<file path="config.mk">
export PLATFORM = sky130hd
export DESIGN_NAME = sum_pipe_flat
export DESIGN_NICKNAME = d
export VERILOG_FILES = /design/src/rtl/sum_pipe_if.sv /design/src/rtl/sum_pipe.sv /design/src/flat_wrapper.sv
export SDC_FILE = /design/constraint.sdc
export NUM_CORES = 1
export LEC_CHECK = 0
export BUFFER_PORTS_ARGS = -buffer_cell sky130_fd_sc_hd__buf_4
export CAP_MARGIN = 10
export CORE_MARGIN = 1.5
export CORE_UTILIZATION = 50
export CTS_CLUSTER_DIAMETER = 40
export DETAILED_ROUTE_END_ITERATION = 10
export HOLD_SLACK_MARGIN = 0.12
export PLACE_DENSITY = 0.72
export SETUP_SLACK_MARGIN = 0.15
export SKIP_LAST_GASP = 1
export SYNTH_ARGS = -nofsm -noshare
export SYNTH_HDL_FRONTEND = slang
export SYNTH_SLANG_ARGS = --single-unit
</file>
<file path="constraint.sdc">
create_clock -name clk -period 2.6 [get_ports clk]
set_input_delay 0.78 -clock clk [delete_from_list [all_inputs] [get_ports clk]]
set_output_delay 0.78 -clock clk [all_outputs]
set_load 0.01 [all_outputs]
</file>
<file path="src/rtl/sum_pipe_if.sv">
// Operand/result handshake bundle for sum_pipe.
// The producer/consumer side uses the master modport and the pipeline uses the slave modport.
interface sum_pipe_if #(
  parameter int unsigned W = 10
);
  logic         in_valid;
  logic         in_ready;
  logic [1:0]   op;
  logic [W-1:0] a;
  logic [W-1:0] b;
  logic         out_valid;
  logic         out_ready;
  logic [W-1:0] y;
  logic         flag;

  modport master (
    output in_valid, op, a, b, out_ready,
    input  in_ready, out_valid, y, flag
  );

  modport slave (
    input  in_valid, op, a, b, out_ready,
    output in_ready, out_valid, y, flag
  );
endinterface

</file>
<file path="src/rtl/sum_pipe.sv">
// Wrap/saturating add-subtract pipeline with valid/ready flow control.
// The result is formed in stage 1, and later stages only delay {valid, y, flag}.
module sum_pipe #(
  parameter int unsigned W      = 10,
  parameter int unsigned STAGES = 3
) (
  input  logic        clk,
  input  logic        rst,
  sum_pipe_if.slave   bus,
  output logic        busy,
  output logic [15:0] out_count
);

  logic [STAGES-1:0] stg_v;
  logic [W-1:0]      stg_y [STAGES];
  logic [STAGES-1:0] stg_f;

  logic         advance;
  logic         accept;
  logic [W:0]   sum;
  logic [W:0]   diff;
  logic [W-1:0] res_y;
  logic         res_f;

  assign advance       = !stg_v[STAGES-1] || bus.out_ready;
  assign accept        = bus.in_valid && advance;
  assign bus.in_ready  = advance;
  assign bus.out_valid = stg_v[STAGES-1];
  assign bus.y         = stg_y[STAGES-1];
  assign bus.flag      = stg_f[STAGES-1];
  assign busy          = |stg_v;

  // Bit W of the zero-extended difference is the borrow, which means a < b.
  always_comb begin
    sum   = {1'b0, bus.a} + {1'b0, bus.b};
    diff  = {1'b0, bus.a} - {1'b0, bus.b};
    res_y = sum[W-1:0];
    res_f = sum[W];
    case (bus.op)
      2'b00: begin
        res_y = sum[W-1:0];
        res_f = sum[W];
      end
      2'b01: begin
        res_y = diff[W-1:0];
        res_f = diff[W];
      end
      2'b10: begin
        res_y = sum[W] ? '1 : sum[W-1:0];
        res_f = sum[W];
      end
      default: begin
        res_y = diff[W] ? '0 : diff[W-1:0];
        res_f = diff[W];
      end
    endcase
  end

  always_ff @(posedge clk or posedge rst) begin
    if (rst) begin
      stg_v     <= '0;
      stg_f     <= '0;
      out_count <= '0;
      for (int unsigned i = 0; i < STAGES; i++) begin
        stg_y[i] <= '0;
      end
    end else begin
      if (advance) begin
        stg_v[0] <= accept;
        stg_y[0] <= res_y;
        stg_f[0] <= res_f;
        for (int unsigned i = 1; i < STAGES; i++) begin
          stg_v[i] <= stg_v[i-1];
          stg_y[i] <= stg_y[i-1];
          stg_f[i] <= stg_f[i-1];
        end
      end
      if (stg_v[STAGES-1] && bus.out_ready) begin
        out_count <= out_count + 16'd1;
      end
    end
  end

endmodule

</file>
<file path="src/flat_wrapper.sv">
// flat-port wrapper written by rule: the top's interface ports become plain ports
module sum_pipe_flat 
#(
  parameter int unsigned W      = 10,
  parameter int unsigned STAGES = 3
)
  (clk, rst, busy, out_count, bus_in_valid, bus_op, bus_a, bus_b, bus_out_ready, bus_in_ready, bus_out_valid, bus_y, bus_flag);
  sum_pipe_if #(.W(W)) bus_i ();
  input  logic clk;
  input  logic rst;
  output logic busy;
  output logic [15:0] out_count;
  input wire logic [$bits(bus_i.in_valid)-1:0] bus_in_valid;
  input wire logic [$bits(bus_i.op)-1:0] bus_op;
  input wire logic [$bits(bus_i.a)-1:0] bus_a;
  input wire logic [$bits(bus_i.b)-1:0] bus_b;
  input wire logic [$bits(bus_i.out_ready)-1:0] bus_out_ready;
  output wire logic [$bits(bus_i.in_ready)-1:0] bus_in_ready;
  output wire logic [$bits(bus_i.out_valid)-1:0] bus_out_valid;
  output wire logic [$bits(bus_i.y)-1:0] bus_y;
  output wire logic [$bits(bus_i.flag)-1:0] bus_flag;
  assign bus_i.in_valid = bus_in_valid;
  assign bus_i.op = bus_op;
  assign bus_i.a = bus_a;
  assign bus_i.b = bus_b;
  assign bus_i.out_ready = bus_out_ready;
  assign bus_in_ready = bus_i.in_ready;
  assign bus_out_valid = bus_i.out_valid;
  assign bus_y = bus_i.y;
  assign bus_flag = bus_i.flag;
  sum_pipe #(.W(W), .STAGES(STAGES)) u_core (.clk(clk), .rst(rst), .bus(bus_i), .busy(busy), .out_count(out_count));
endmodule
</file>
# [Yosys cells after proc, flatten, opt, wreduce, memory -nomap -nowiden]
# Cells that the tools add are included.
[totals] regBits=52 in_bits=26 word_cells=22
[op_classes] addsub=3 n_eq_ne=2 n_mux=4 reduce_logical=7
[ops] cell="$pmux W10 S3" count=1
[ops] cell="$mux W10" count=2
[ops] cell="$add A16 B1 Y16 const B" count=1
[ops] cell="$add A10 B10 Y11" count=1
[ops] cell="$sub A10 B10 Y11" count=1
[ops] cell="$reduce_or A3 Y1" count=1
[ops] cell="$eq A2 B1 Y1 const B" count=1
[ops] cell="$eq A2 B2 Y1 const B" count=1
[ops] cell="$logic_and A1 B1 Y1" count=2
[ops] cell="$logic_not A2 Y1" count=1
[ops] cell="$reduce_or A2 Y1" count=1
[ops] cell="$logic_not A1 Y1" count=1
[ops] cell="$logic_or A1 B1 Y1" count=1
[ops] cell="$mux W1" count=1

# [Logic depth before layout (Yosys ltp)]
# Gate-level depths: netlist of the first run.
[logic_depth] depth_word=3 ltp_mapped=10

# [Least setup slack after synthesis of the first run]
# Ideal clock, no wire load.
[synth_timing] kind="input -> register" startpoint="input port bus_a[0]" endpoint="register u_core.stg_y[29] (netlist name)" setup_time_ps=147 arrival_ps=2390 path_slack_ps=63 cell_stages=10 path_buffers=0 cell_sequence="inv_1 ha_1 inv_1 fa_1 a211oi_2 o21ai_2 o2111ai_2 a31oi_4 o21ai_0 a41oi_2"
[synth_via] elab_chain_len=3
[synth_rtl] item="start: declaration" line="flat_wrapper.sv:15" rtl="input wire logic [$bits(bus_i.a)-1:0] bus_a;"
[synth_rtl] item="$sub A10 B10 Y11 or $add A10 B10 Y11 (tied branches)" line="sum_pipe.sv:36, sum_pipe.sv:35"
[synth_rtl] item="$mux W10 (on tied branches)" line="sum_pipe.sv:53, sum_pipe.sv:49"
[synth_rtl] item="$pmux W10 S3 (*)" line="sum_pipe.sv:39" rtl="case (bus.op)"
[synth_rtl] item="end signal: indexed assignment" line="sum_pipe.sv:74" rtl="stg_y[i] <= stg_y[i-1];"
[synth_rtl] item="end: declaration" line="sum_pipe.sv:15" rtl="logic [W-1:0] stg_y [STAGES];"
# Every way passes the cells marked *; elsewhere a longest branch is shown, timed or not.
# A chain may end at the register's enable or synchronous reset.

# [Worst setup path after layout of the first run]
[layout_timing] startpoint="input port bus_b[0]" endpoint="register u_core.stg_f[0]"
[layout_via] elab_chain_len=2
[layout_rtl] item="start: declaration" line="flat_wrapper.sv:16" rtl="input wire logic [$bits(bus_i.b)-1:0] bus_b;"
[layout_rtl] item="$sub A10 B10 Y11 or $add A10 B10 Y11 (tied branches)" line="sum_pipe.sv:36, sum_pipe.sv:35"
[layout_rtl] item="$mux W1 (*)" line="sum_pipe.sv:39"
[layout_rtl] item="end signal: assignment" line="sum_pipe.sv:71" rtl="stg_f[0] <= res_f;"
[layout_rtl] item="end signal: indexed assignment" line="sum_pipe.sv:75" rtl="stg_f[i] <= stg_f[i-1];"
[layout_rtl] item="end: declaration" line="sum_pipe.sv:16" rtl="logic [STAGES-1:0] stg_f;"
# Marks and branches as above.

==> flow_summary_export.csv, run 1 <==
group,metric,value,unit
pwr,fin_total_pwr,2.78,mW
routing,first_pass_iters,4,
cts,cts_tree,"done",
floorplanning,die_x,84.6,um
floorplanning,initial_core_util,52.2,%
cts,ctsRootBufferMaster,"clkbuf_8",
synth,avgSynthCellArea,8.83,sq um
critical_path,critical_path_class,"input port to register",
synth,synth_area_leaders,"dfrtp_1 39%, nand2_1 11%, ha_1 7.9%",
cts,clock_sinks,52,
pwr,p_leak,1.98,nW
place,dp_cells,506,
final_layout,fin_util,62.3,%
routing,route.detailed.drc,0,
cts,cts_hold_buffers,0,
pwr,switchingPower,989,uW
grt,first_global_vias,2609,
cts,postCtsSetupBuffers,0,
place,placed_area,3880,sq um
grt,grtUsageTotal,19.9,%
grt,overflow,0,
floorplanning,num_rows,29,
synth,synth_nets,426,
critical_path,start_kind,"input port",
pwr,swShare,35.6,%
grt,antenna_found_initial,0,
sta,fin_crit,2380,ps
cts,clock_path_buffers,2,
routing,drt-total-wl,6640,um
sta,rsz0062_at_grt,"false",
final_layout,num_antenna_cells,0,
cts,clk_latency,300,ps
cts,cts_resized,0,
place,dp.final_hpwl,5180,um
routing,drt_iter0_drc,186,
routing,wl_per_cell,12.9,um
sta,tightest_slew,626,ps
critical_path,cp.arrival,2570,ps
grt,grt_pass1_wl,11600,um
synth,synth_edf_count,0,
pwr,power_density,698,nW/um^2
synth,synth_top_area_share,39.1,%
synth,postSynthCellCount,377,
pwr,ir_drop,655,uV
critical_path,endpoint_kind,"register",
sta,fin_crit_sh,91.4,%
cts,cts.clk_slew.worst_paths,80,ps
critical_path,critPathRequiredTime,2790,ps
place,io_buffer_count,55,
hold_path,min_path_type,"register to register",
synth,ys_warn_count,0,
place,place_congestion,0.875,
synth,yosysUniqueCellTypes,62,
cts,htree_levels,2,
hold_path,min_path_cells,2,
sta,setup_viol,0,
sta,final_hold_viol_count,0,
synth,yosys.area.top_type,"dfrtp_1",
floorplanning,pin_count,56,
final_layout,finalInstanceArea,3980,sq um
sta,max_slew_margin,58.2,%
floorplanning,die_h,84.6,um
synth,syn_area,3330,sq um
synth,synth_flop_cell,"dfrtp_1",
grt,grt_max_degree,36,
pwr,pwr-share-comb,39.1,%
final_layout,drive_above_1_share,25.5,%
final_layout,final_nets,485,
routing,vias,2690,
synth,ys_seq_area_share,39.1,%
synth,ys_async_sr_fraction,100,%
sta,clock.fmax,421,MHz
pwr,clkPwrFrac,15.1,%
routing,viasPerCell,5.24,
sta,hold_ws,472,ps
floorplanning,die-area,7160,sq um
final_layout,fin_cells,513,
job,drv_cap,0,
final_layout,area_growth,19.5,%
critical_path,crit_fanout,3,
sta,skew,4.54,ps
routing,final_antenna_net_count,0,
pwr,p_int,1.79,mW
final_layout,final_cell_mix,"96 x nand2_1, 77 x buf_4, 52 x dfrtp_1, 26 x nor2_1",
pwr,pwr-share-seq,45.7,%
critical_path,reg2regPathDepth,6,
final_layout,final_common_cell,"nand2_1",
synth,ys_seq_elements,52,
floorplanning,core-area,6390,sq um
status,outcome,"finished clean",
cts,numCtsBuffers,5,
sta,finalMaxSlewViolations,0,
stage by stage:
step                      TNS [ps]  setup WS [ps]
after floorplan                  0            138
after CTS                        0            191
final                            0            224
after global routing             0            165
after global placement        -223          -75.2
after detailed placement      -434           -126
worst max-delay path, stage by stage:
cell and delay, ps:
buf_4 110, ha_1 220, fa_2 370, nand2b_1 150, a221oi_4 90, o221ai_1 190, a21oi_1 120, or3_1 350
a22o_1 190
layer usage:
layer | wire length (um) | track usage (%)
met5 | 0 | 0
met4 | 177 | 8.06
met1 | 2820 | 24.0
met3 | 250 | 2.75
met2 | 3400 | 35.5
sequential cells by signal, indices dropped and copies added, names as in the netlist:
| name | count |
|---|---|
| u_core.stg_y | 20 |
| u_core.out_count | 16 |
| u_core.bus.y | 10 |
| u_core.stg_v | 3 |
| u_core.stg_f | 3 |
kinds of logic (layout without fill, tap and decap cells):
group | count (synthesis) | after routing | share of synthesized area, %
simple gates | 163 | 163 | 22.5
compound gates | 63 | 63 | 14.9
flops | 52 | 52 | 39.1
buf+inv | 49 | 108 | 7.29
xor+xnor | 25 | 25 | 6.57
fa+ha+maj | 23 | 23 | 9.09
mux | 2 | 2 | 0.639
path summary, 6_finish.rpt:
kind	start	endpoint	slack (ps)
worst max-delay path	bus_b[0]	u_core.stg_f[0]$_DFFE_PP0N_	220
worst min-delay path	u_core.stg_y[18]$_DFFE_PP0N_	u_core.bus.y[8]$_DFFE_PP0N_	470
max in group asynchronous	rst	u_core.stg_y[18]$_DFFE_PP0N_	1500
min in group asynchronous	rst	u_core.out_count[13]$_DFFE_PP0P_	560
worst min register to register	u_core.stg_y[18]$_DFFE_PP0N_	u_core.bus.y[8]$_DFFE_PP0N_	470
worst max register to register	u_core.stg_v[2]$_DFFE_PP0N_	u_core.out_count[15]$_DFFE_PP0P_	910
power by group through the flow:
stage          clock network [mW]  logic, mW  registers [mW]
6_report                    0.421       1.09            1.27
5_1_grt                     0.472       1.23            1.31
4_1_cts                     0.437       1.10            1.27
3_5_place_dp                    0       1.09            1.29
3_3_place_gp                    0       1.06            1.28
2_1_floorplan                   0      0.757            1.27
cell usage after synthesis, drive strengths merged, types with 8 or more instances:
cell type and n:
nand2 96, dfrtp 52, nor2 26, inv 22, ha 21, a21oi 17, xnor2 17, buf 16
o21ai 16, nand3 11, clkbuf 10, xor2 8
cell type report:
| type | count | area [sq um] |
|---|---|---|
| clock buffers | 6 | 72.6 |
| clock inverters | 1 | 5.00 |
| fillers | 579 | 2400 |
| inverters | 23 | 86.3 |
| multi-input cells | 276 | 1820 |
| flip-flops and latches | 52 | 1300 |
| well taps | 77 | 96.3 |
| repair buffers | 78 | 598 |
(Power assumes the default switching activity.)
==> run 2: changes to the inputs <==
==> constraint.sdc (replaced) <==
create_clock -name clk -period 2.6 [get_ports clk]
set_input_delay 0.39 -clock clk [delete_from_list [all_inputs] [get_ports clk]]
set_output_delay 0.39 -clock clk [all_outputs]
set_load 0.01 [all_outputs]
==> flow_summary_export.csv, run 2 (synthesis gave the netlist of run 1 again) <==
group,metric,value,unit
sta,fin_crit_sh,82.7,%
pwr,ir_drop,552,uV
grt,overflow,0,
place,dp.final_hpwl,5050,um
sta,fin_crit,2150,ps
place,place_ws,137,ps
routing,route.detailed.drc,0,
routing,route.met2.wl,3310,um
routing,drt_iter0_drc,126,
hold_path,min_path_type,"input port to asynchronous set/reset pin",
critical_path,r2r_slack,940,ps
sta,finalMaxSlewViolations,0,
routing,wl_per_cell,13.0,um
sta,rsz0062_at_grt,"false",
place,place_congestion,0.893,
routing,vias,2605,
routing,first_pass_iters,4,
critical_path,crit_fanout,6,
routing,highest_layer,"met4",
cts,clock_sinks,52,
floorplanning,core-area,6390,sq um
grt,grtUsageTotal,18.9,%
pwr,p_leak,1.92,nW
critical_path,cp.arrival,2320,ps
sta,setup_viol,0,
final_layout,num_antenna_cells,0,
cts,cts_hold_buffers,0,
critical_path,r2r-start,"u_core.out_count[0]$_DFFE_PP0P_",
critical_path,r2r-end,"u_core.out_count[14]$_DFFE_PP0P_",
job,drv_cap,0,
final_layout,drive_above_1_share,21.6,%
sta,final_hold_viol_count,0,
cts,cts_resized,0,
cts,htree_levels,2,
cts,ctsRootBufferMaster,"clkbuf_8",
final_layout,n_fill_cell,602,
cts,clock_path_buffers,2,
critical_path,endpoint_kind,"register",
floorplanning,die_h,84.6,um
grt,grt_max_degree,35,
grt,grt_pass1_wl,11100,um
cts,cts.clk_slew.worst_paths,90,ps
grt,antenna_found_initial,0,
routing,wl_met1,2760,um
sta,setup-tns-final,0,ps
place,placed_area,3740,sq um
floorplanning,die_x,84.6,um
routing,viasPerCell,5.23,
cts,numCtsBuffers,5,
routing,drt-total-wl,6460,um
pwr,power_density,753,nW/um^2
sta,tightest_slew,648,ps
cts,clk_latency,300,ps
cts,postCtsSetupBuffers,0,
final_layout,area_growth,16.0,%
final_layout,largest-register,"u_core.stg_y",
grt,first_global_vias,2557,
routing,final_antenna_net_count,0,
critical_path,critPathRequiredTime,2770,ps
place,io_buffer_count,55,
sta,setup_ws,451,ps
final_layout,final_nets,469,
sta,max_slew_margin,56.7,%
routing,wl_met3,280,um
place,dp_cells,490,
critical_path,critical_path_class,"input port to register",
sta,skew,7.42,ps
status,outcome,"finished clean",
final_layout,fin_cells,498,
cts,cts_tree,"done",
final_layout,final_cell_mix,"96 x nand2_1, 62 x buf_4, 52 x dfrtp_1, 26 x nor2_1, 21 x ha_1",
critical_path,start_kind,"input port",
critical_path,reg2regPathDepth,7,
final_layout,finalInstanceArea,3860,sq um
floorplanning,num_rows,29,
floorplanning,pin_count,56,
floorplanning,initial_core_util,52.2,%
floorplanning,die-area,7160,sq um
sta,clock.fmax,465,MHz
final_layout,final_common_cell,"nand2_1",
final_layout,largest_reg_flops,20,
==> run 2: stage by stage <==
stage	total power, mW	hold slack, ps	utilization [%]
after floorplan	2.02	439	-
after global placement	2.32	449	58.5
after detailed placement	2.35	454	58.5
after CTS	2.94	205	60.5
after global routing	3.13	230	60.5
final	2.91	178	60.5
==> run 2: metal layers <==
layer	vias up	track usage, %
li1	1325	-
met1	1209	21.9
met2	60	34.6
met3	11	3.83
met4	0	6.60
met5	-	0
==> run 2: worst max-delay path, cell delays in order <==
cell,delay (ps)
buf_4,110
inv_1,40
ha_1,160
inv_1,60
fa_1,460
a211oi_2,240
o21ai_2,110
o2111ai_2,300
a31oi_4,170
o21ai_0,140
a41oi_2,140
==> run 2: power breakdown <==
| part | internal [mW] | switching (mW) |
|---|---|---|
| Clock | 0.340 | 0.249 |
| Combinational | 0.500 | 0.549 |
| Sequential | 1.08 | 0.191 |
==> run 2: layout make-up <==
type                       count  area (sq um)  share of cell area (%)
tap                           77          96.3                    2.49
sequential                    52          1300                    33.7
clock inverter                 1          30.0                   0.777
clock buffer                   7          96.3                    2.49
inverter                      23          86.3                    2.23
multi-input combinational    276          1790                    46.3
timing repair buffer          62           465                    12.0
==> run 2: how the worst max path moves through the flow <==
stage	from	endpoint	slack (ps)
floorplan	bus_a[0]	u_core.stg_y[29]$_DFFE_PP0N_	450
global placement	bus_a[0]	u_core.stg_y[21]$_DFFE_PP0N_	210
detailed placement	bus_a[0]	u_core.stg_y[21]$_DFFE_PP0N_	140
CTS	bus_a[0]	u_core.stg_y[22]$_DFFE_PP0N_	450
global route	bus_a[0]	u_core.stg_y[21]$_DFFE_PP0N_	290
finish	bus_a[0]	u_core.stg_y[29]$_DFFE_PP0N_	450
